$ cat config.mk
export PLATFORM = sky130hd
export DESIGN_NAME = led_fade_sequencer
export DESIGN_NICKNAME = d
export VERILOG_FILES = /design/src/rtl/led_fade_sequencer.sv
export SDC_FILE = /design/constraint.sdc
export NUM_CORES = 1
export LEC_CHECK = 0
export BUFFER_PORTS_ARGS = -buffer_cell sky130_fd_sc_hd__buf_4
export CAP_MARGIN = 15
export CELL_PAD_IN_SITES_DETAIL_PLACEMENT = 0
export CELL_PAD_IN_SITES_GLOBAL_PLACEMENT = 2
export CORE_ASPECT_RATIO = 0.6
export CORE_MARGIN = 1
export CORE_UTILIZATION = 37
export CTS_CLUSTER_DIAMETER = 100
export DETAILED_ROUTE_END_ITERATION = 12
export PLACE_DENSITY = 0.89
export SYNTH_ARGS = -nofsm -noshare
export SYNTH_HDL_FRONTEND = slang
export SYNTH_SLANG_ARGS = --single-unit
$ cat constraint.sdc
create_clock -name clk -period 5.6 [get_ports clk]
set_input_delay 0 -clock clk [delete_from_list [all_inputs] [get_ports clk]]
set_output_delay 0 -clock clk [all_outputs]
set_load 0.01 [all_outputs]
$ cat src/rtl/led_fade_sequencer.sv
// Steps per-channel PWM compare values through up/hold/down brightness ramps,
// either all channels together (breathe) or one channel per fade (chase).
module led_fade_sequencer #(
  parameter int unsigned NUM_CH      = 8,
  parameter int unsigned CTR_LEN     = 8,
  parameter int unsigned DIV_W       = 20,
  parameter int unsigned DEFAULT_DIV = 50000
) (
  input  logic                      clk,
  input  logic                      rst_n,
  input  logic                      enable,
  input  logic                      cfg_valid,
  output logic                      cfg_ready,
  input  logic [DIV_W-1:0]          cfg_div,
  input  logic [7:0]                cfg_hold,
  input  logic                      cfg_mode,
  output logic [NUM_CH*CTR_LEN-1:0] compare,
  output logic                      busy,
  output logic                      cycle_done
);

  localparam logic [1:0] ST_IDLE = 2'd0;
  localparam logic [1:0] ST_UP   = 2'd1;
  localparam logic [1:0] ST_HOLD = 2'd2;
  localparam logic [1:0] ST_DOWN = 2'd3;

  localparam int unsigned        PTR_W    = (NUM_CH > 1) ? $clog2(NUM_CH) : 1;
  localparam logic [PTR_W-1:0]   PTR_LAST = PTR_W'(NUM_CH - 1);
  localparam logic [CTR_LEN-1:0] LVL_MAX  = '1;
  localparam logic [CTR_LEN-1:0] LVL_TOP  = LVL_MAX - CTR_LEN'(1);
  localparam logic [CTR_LEN-1:0] LVL_ONE  = CTR_LEN'(1);

  logic [1:0]         state;
  logic [CTR_LEN-1:0] level;
  logic [PTR_W-1:0]   ptr;
  logic [7:0]         hold_cnt;
  logic [DIV_W-1:0]   prescaler;
  logic [DIV_W-1:0]   div;
  logic [7:0]         hold;
  logic               mode;
  logic [DIV_W-1:0]   div_last;
  logic               tick;

  // div of 0 behaves exactly like div of 1: a tick every cycle.
  assign div_last  = (div == '0) ? '0 : div - DIV_W'(1);
  assign tick      = (state != ST_IDLE) && (prescaler == div_last);
  assign cfg_ready = (state == ST_IDLE);
  assign busy      = (state != ST_IDLE);

  always_ff @(posedge clk or negedge rst_n) begin
    if (!rst_n) begin
      state      <= ST_IDLE;
      level      <= '0;
      ptr        <= '0;
      hold_cnt   <= '0;
      prescaler  <= '0;
      div        <= DIV_W'(DEFAULT_DIV);
      hold       <= '0;
      mode       <= 1'b0;
      cycle_done <= 1'b0;
    end else begin
      cycle_done <= 1'b0;
      if (cfg_valid && cfg_ready) begin
        div  <= cfg_div;
        hold <= cfg_hold;
        mode <= cfg_mode;
      end
      if (state == ST_IDLE) begin
        if (enable) begin
          state     <= ST_UP;
          level     <= '0;
          prescaler <= '0;
          hold_cnt  <= '0;
        end
      end else begin
        prescaler <= tick ? '0 : prescaler + DIV_W'(1);
        if (tick) begin
          case (state)
            ST_UP: begin
              if (level != LVL_MAX) level <= level + LVL_ONE;
              if (level >= LVL_TOP) state <= ST_HOLD;
            end
            ST_HOLD: begin
              if (hold_cnt == hold) begin
                state    <= ST_DOWN;
                hold_cnt <= '0;
              end else begin
                hold_cnt <= hold_cnt + 8'd1;
              end
            end
            ST_DOWN: begin
              if (level != '0) level <= level - LVL_ONE;
              if (level <= LVL_ONE) begin
                cycle_done <= 1'b1;
                hold_cnt   <= '0;
                if (mode) ptr <= (ptr == PTR_LAST) ? '0 : ptr + PTR_W'(1);
                state <= enable ? ST_UP : ST_IDLE;
              end
            end
            default: state <= ST_IDLE;
          endcase
        end
      end
    end
  end

  always_comb begin
    compare = '0;
    for (int unsigned i = 0; i < NUM_CH; i++) begin
      if (!mode || (ptr == PTR_W'(i)))
        compare[i*CTR_LEN +: CTR_LEN] = level;
    end
  end

endmodule

==> impl_metrics.ini <==
[sta]
tightest_slew_ns = 1.115
final_max_slew_viol_count = 0
fin_setup_tns_ns = 0
relSlewSlack = 0.2556
clock_skew_ns = 0.005630
fmax_ghz = 0.2315
hold_viol = 0
setup_violations = 0
min_period_over_period = 0.7713
rsz0062_at_grt = no
min_period_ns = 4.319

[floorplan]
start_util = 0.3864
die_x_um = 157.4
row_count = 33
die_area_mm2 = 0.01499
core_area_mm2 = 0.01387
die_h_um = 95.23
io_pins = 100

[critical_path]
worstSetupPathType = flop to flop
start_kind = flop
r2r_slack_ns = 1.28
slowest_delay_ns = 0.58
path_delay_family = simple AND/OR/NAND/NOR gates
worst_ep_arrival_time_ns = 4.54
cp.required_ns = 5.82
critPathBufInv = 1
reg2regPathDepth = 11
cp_max_fo = 31
crit_path_top_delay_cell = nor4_2
cp_cell_sequence = inv_1 > ha_1 > nor3b_2 > nand4_2 > nor2_1 > a21oi_1 > o32a_1 > nor4b_4 > nand3_2 > nor4_2 > mux2_2
cp.depth = 11
cp-end-kind = flop

[drt]
wl_per_cell_um = 17.10
maxUsedRoutingLayer = met4
viasPerCell = 5.446
vias = 5016
drt-total-wl_um = 15750
drtIter0Drc = 376
drt_first_pass_iters = 5
dr_wl_met2_um = 6461
antenna_left = 0
drc = 0
drt-met1-wl_um = 8344
met3_length_um = 849

[global_route]
grt_pass1_wl_um = 24890
grt_start_max_net_pins = 72
grt-ovfl-total = 0
track_usage = 0.2147
antenna_found_initial = 0
grt_pass1_vias = 4554

[cells_and_area]
fin_util = 0.4922
mostFrequentLayoutCells = 102 x buf_4, 65 x dfrtp_1, 45 x and2_1
drive_gt1_frac = 0.2359
n_fill_cell = 1332
seqCellArea_mm2 = 0.001784
area_delta_synth_final_pct = 27.38
num_antenna_cells = 0
multi_input_area_mm2 = 0.003329
nNetsFinal = 775
layout_commonest_cell = buf_4

[clock_network]
clk_pin_slew_ns = 0.06
cts_max_level = 3
clk_path_buf_depth = 2
cts_buffers = 9
tritoncts = done
clkSinkCount = 71
cts-root-buf = clkbuf_16
clock_latency_ns = 0.33

[synthesis]
synthFlopType = dfrtp_1
avgSynthCellArea_um2 = 8.730
netlist_instances = 614
ys_seq_area_frac = 0.3329
synth.yosys.warnings = 0
yosysTopAreaCell = dfrtp_1
synth_top_area_share = 0.3035
synth_edf_count = 0
synth.distinct_cells = 66
synth.area.top_cells = dfrtp_1 30%, mux2_2 6.7%, and2_1 5.3%
syn-cell-area_mm2 = 0.005360
synthesis.nets = 665
async_flop_share = 1.000
ys_seq_elements = 71

[power_and_ir_drop]
p_per_area_mw_per_mm2 = 168.4
ir_worst_vdd_uv = 114.2
report.power.total_uw = 1150
p_leak_uw = 0.002893

[placement]
numPortBuffers = 99
hpwl_um = 11780
globalplace.congestion = 0.9174

[run_status]
status = finished clean

[hold_path]
hp-class = primary input to flop
holdPathStages = 4

[run]
cap_violations = 0
## worst reg2reg max path, cell delays in order, from the launching register on
cell     delay, ns
dfrtp_1       0.46
inv_1         0.13
ha_1          0.19
nor3b_2       0.50
nand4_2       0.25
nor2_1        0.38
a21oi_1       0.08
o32a_1        0.36
nor4b_4       0.32
nand3_2       0.55
nor4_2        0.58
mux2_2        0.40
## cells by family (layout without fill, tap and decap cells)
kind of cell / Yosys count / count (layout) / share of synthesized area
adder cells (fa/ha/maj): 18 / 18 / 0.04202
XOR/XNOR: 30 / 30 / 0.05182
buffers and inverters: 62 / 177 / 0.04598
AND/OR/NAND/NOR: 292 / 292 / 0.3100
flip-flops: 71 / 71 / 0.3329
multiplexers: 40 / 40 / 0.08217
AO/OA/AOI/OAI: 101 / 101 / 0.1352
## sequential cells by signal (all words and copies together) (netlist names)
| register | count |
|---|---|
| div | 20 |
| hold | 8 |
| ptr | 3 |
| level | 8 |
| state | 2 |
| cycle_done | 1 |
| hold_cnt | 8 |
| mode | 1 |
| prescaler | 20 |
## synth_stat cells, types with 3 or more instances
cell	instances
a21boi_0	3
a21o_1	3
a21oi_1	13
a221oi_1	5
a22o_1	7
a31o_2	3
a31oi_1	10
and2_1	45
and3_1	6
buf_2	5
clkbuf_1	27
dfrtp_1	65
dfstp_2	6
ha_1	18
inv_1	28
mux2_2	32
mux2i_1	8
nand2_1	44
nand2b_1	7
nand3_1	39
nand4_1	13
nor2_1	38
nor2b_1	26
nor3_1	19
nor3b_1	6
nor4_1	9
nor4_2	3
o211ai_1	10
o21ai_0	20
o2bb2ai_1	5
o311ai_0	4
or2_2	3
or3_1	8
or4_1	10
xnor2_1	21
xor2_1	8
## area by class of cell
type	instances	area share
inverter	28	0.01539
tap	192	0.03518
clock inverter	3	0.006231
multi-input combinational	481	0.4876
sequential	71	0.2613
clock buffer	13	0.03665
timing repair buffer	133	0.1576
## what timing repair did
action                                 in CTS  in global routing
endpoints found under the hold margin      95                  0
hold buffers                               31                  0
gates resized for setup                     0                  0
setup buffers                               0                  0
## worst paths after layout
path                                          start                   endpoint
min in group asynchronous                     rst_n        hold[4]$_DFFE_PN0P_
worst min-delay path                      cfg_valid        hold[2]$_DFFE_PN0P_
worst max-delay path             div[0]$_DFFE_PN0P_         ptr[0]$_DFFE_PN0P_
worst min register to register  hold[5]$_DFFE_PN0P_        hold[5]$_DFFE_PN0P_
worst max register to register   div[0]$_DFFE_PN0P_         ptr[0]$_DFFE_PN0P_
max in group asynchronous                     rst_n  prescaler[12]$_DFFE_PN0P_
## per-layer routing
metal / GRT usage / up-vias
li1: - / 2434
met5: 0 / -
met3: 0.04273 / 8
met1: 0.3356 / 2437
met4: 0.03722 / 0
met2: 0.3001 / 137
## per-stage QoR
step | area (um2) | hold WS (ns) | worst slack [ns] | cells
after floorplan | 5360 | -0.2956 | 2.459 | 614
after global placement | 6225 | 0.1862 | 1.519 | 874
after detailed placement | 6225 | 0.2086 | 1.324 | 874
after CTS | 6828 | 0.3303 | 1.297 | 921
after global routing | 6828 | 0.3438 | 0.8935 | 921
final | 6828 | 0.3225 | 1.281 | 921
## power breakdown
group          leakage, uW  switching [uW]  internal, uW  total (uW)
sequential        0.000826            3.97           516         520
clock             0.000140             213           357         570
combinational      0.00193            23.8          36.1        59.8
No activity file was read; power rests on OpenSTA's default activity.
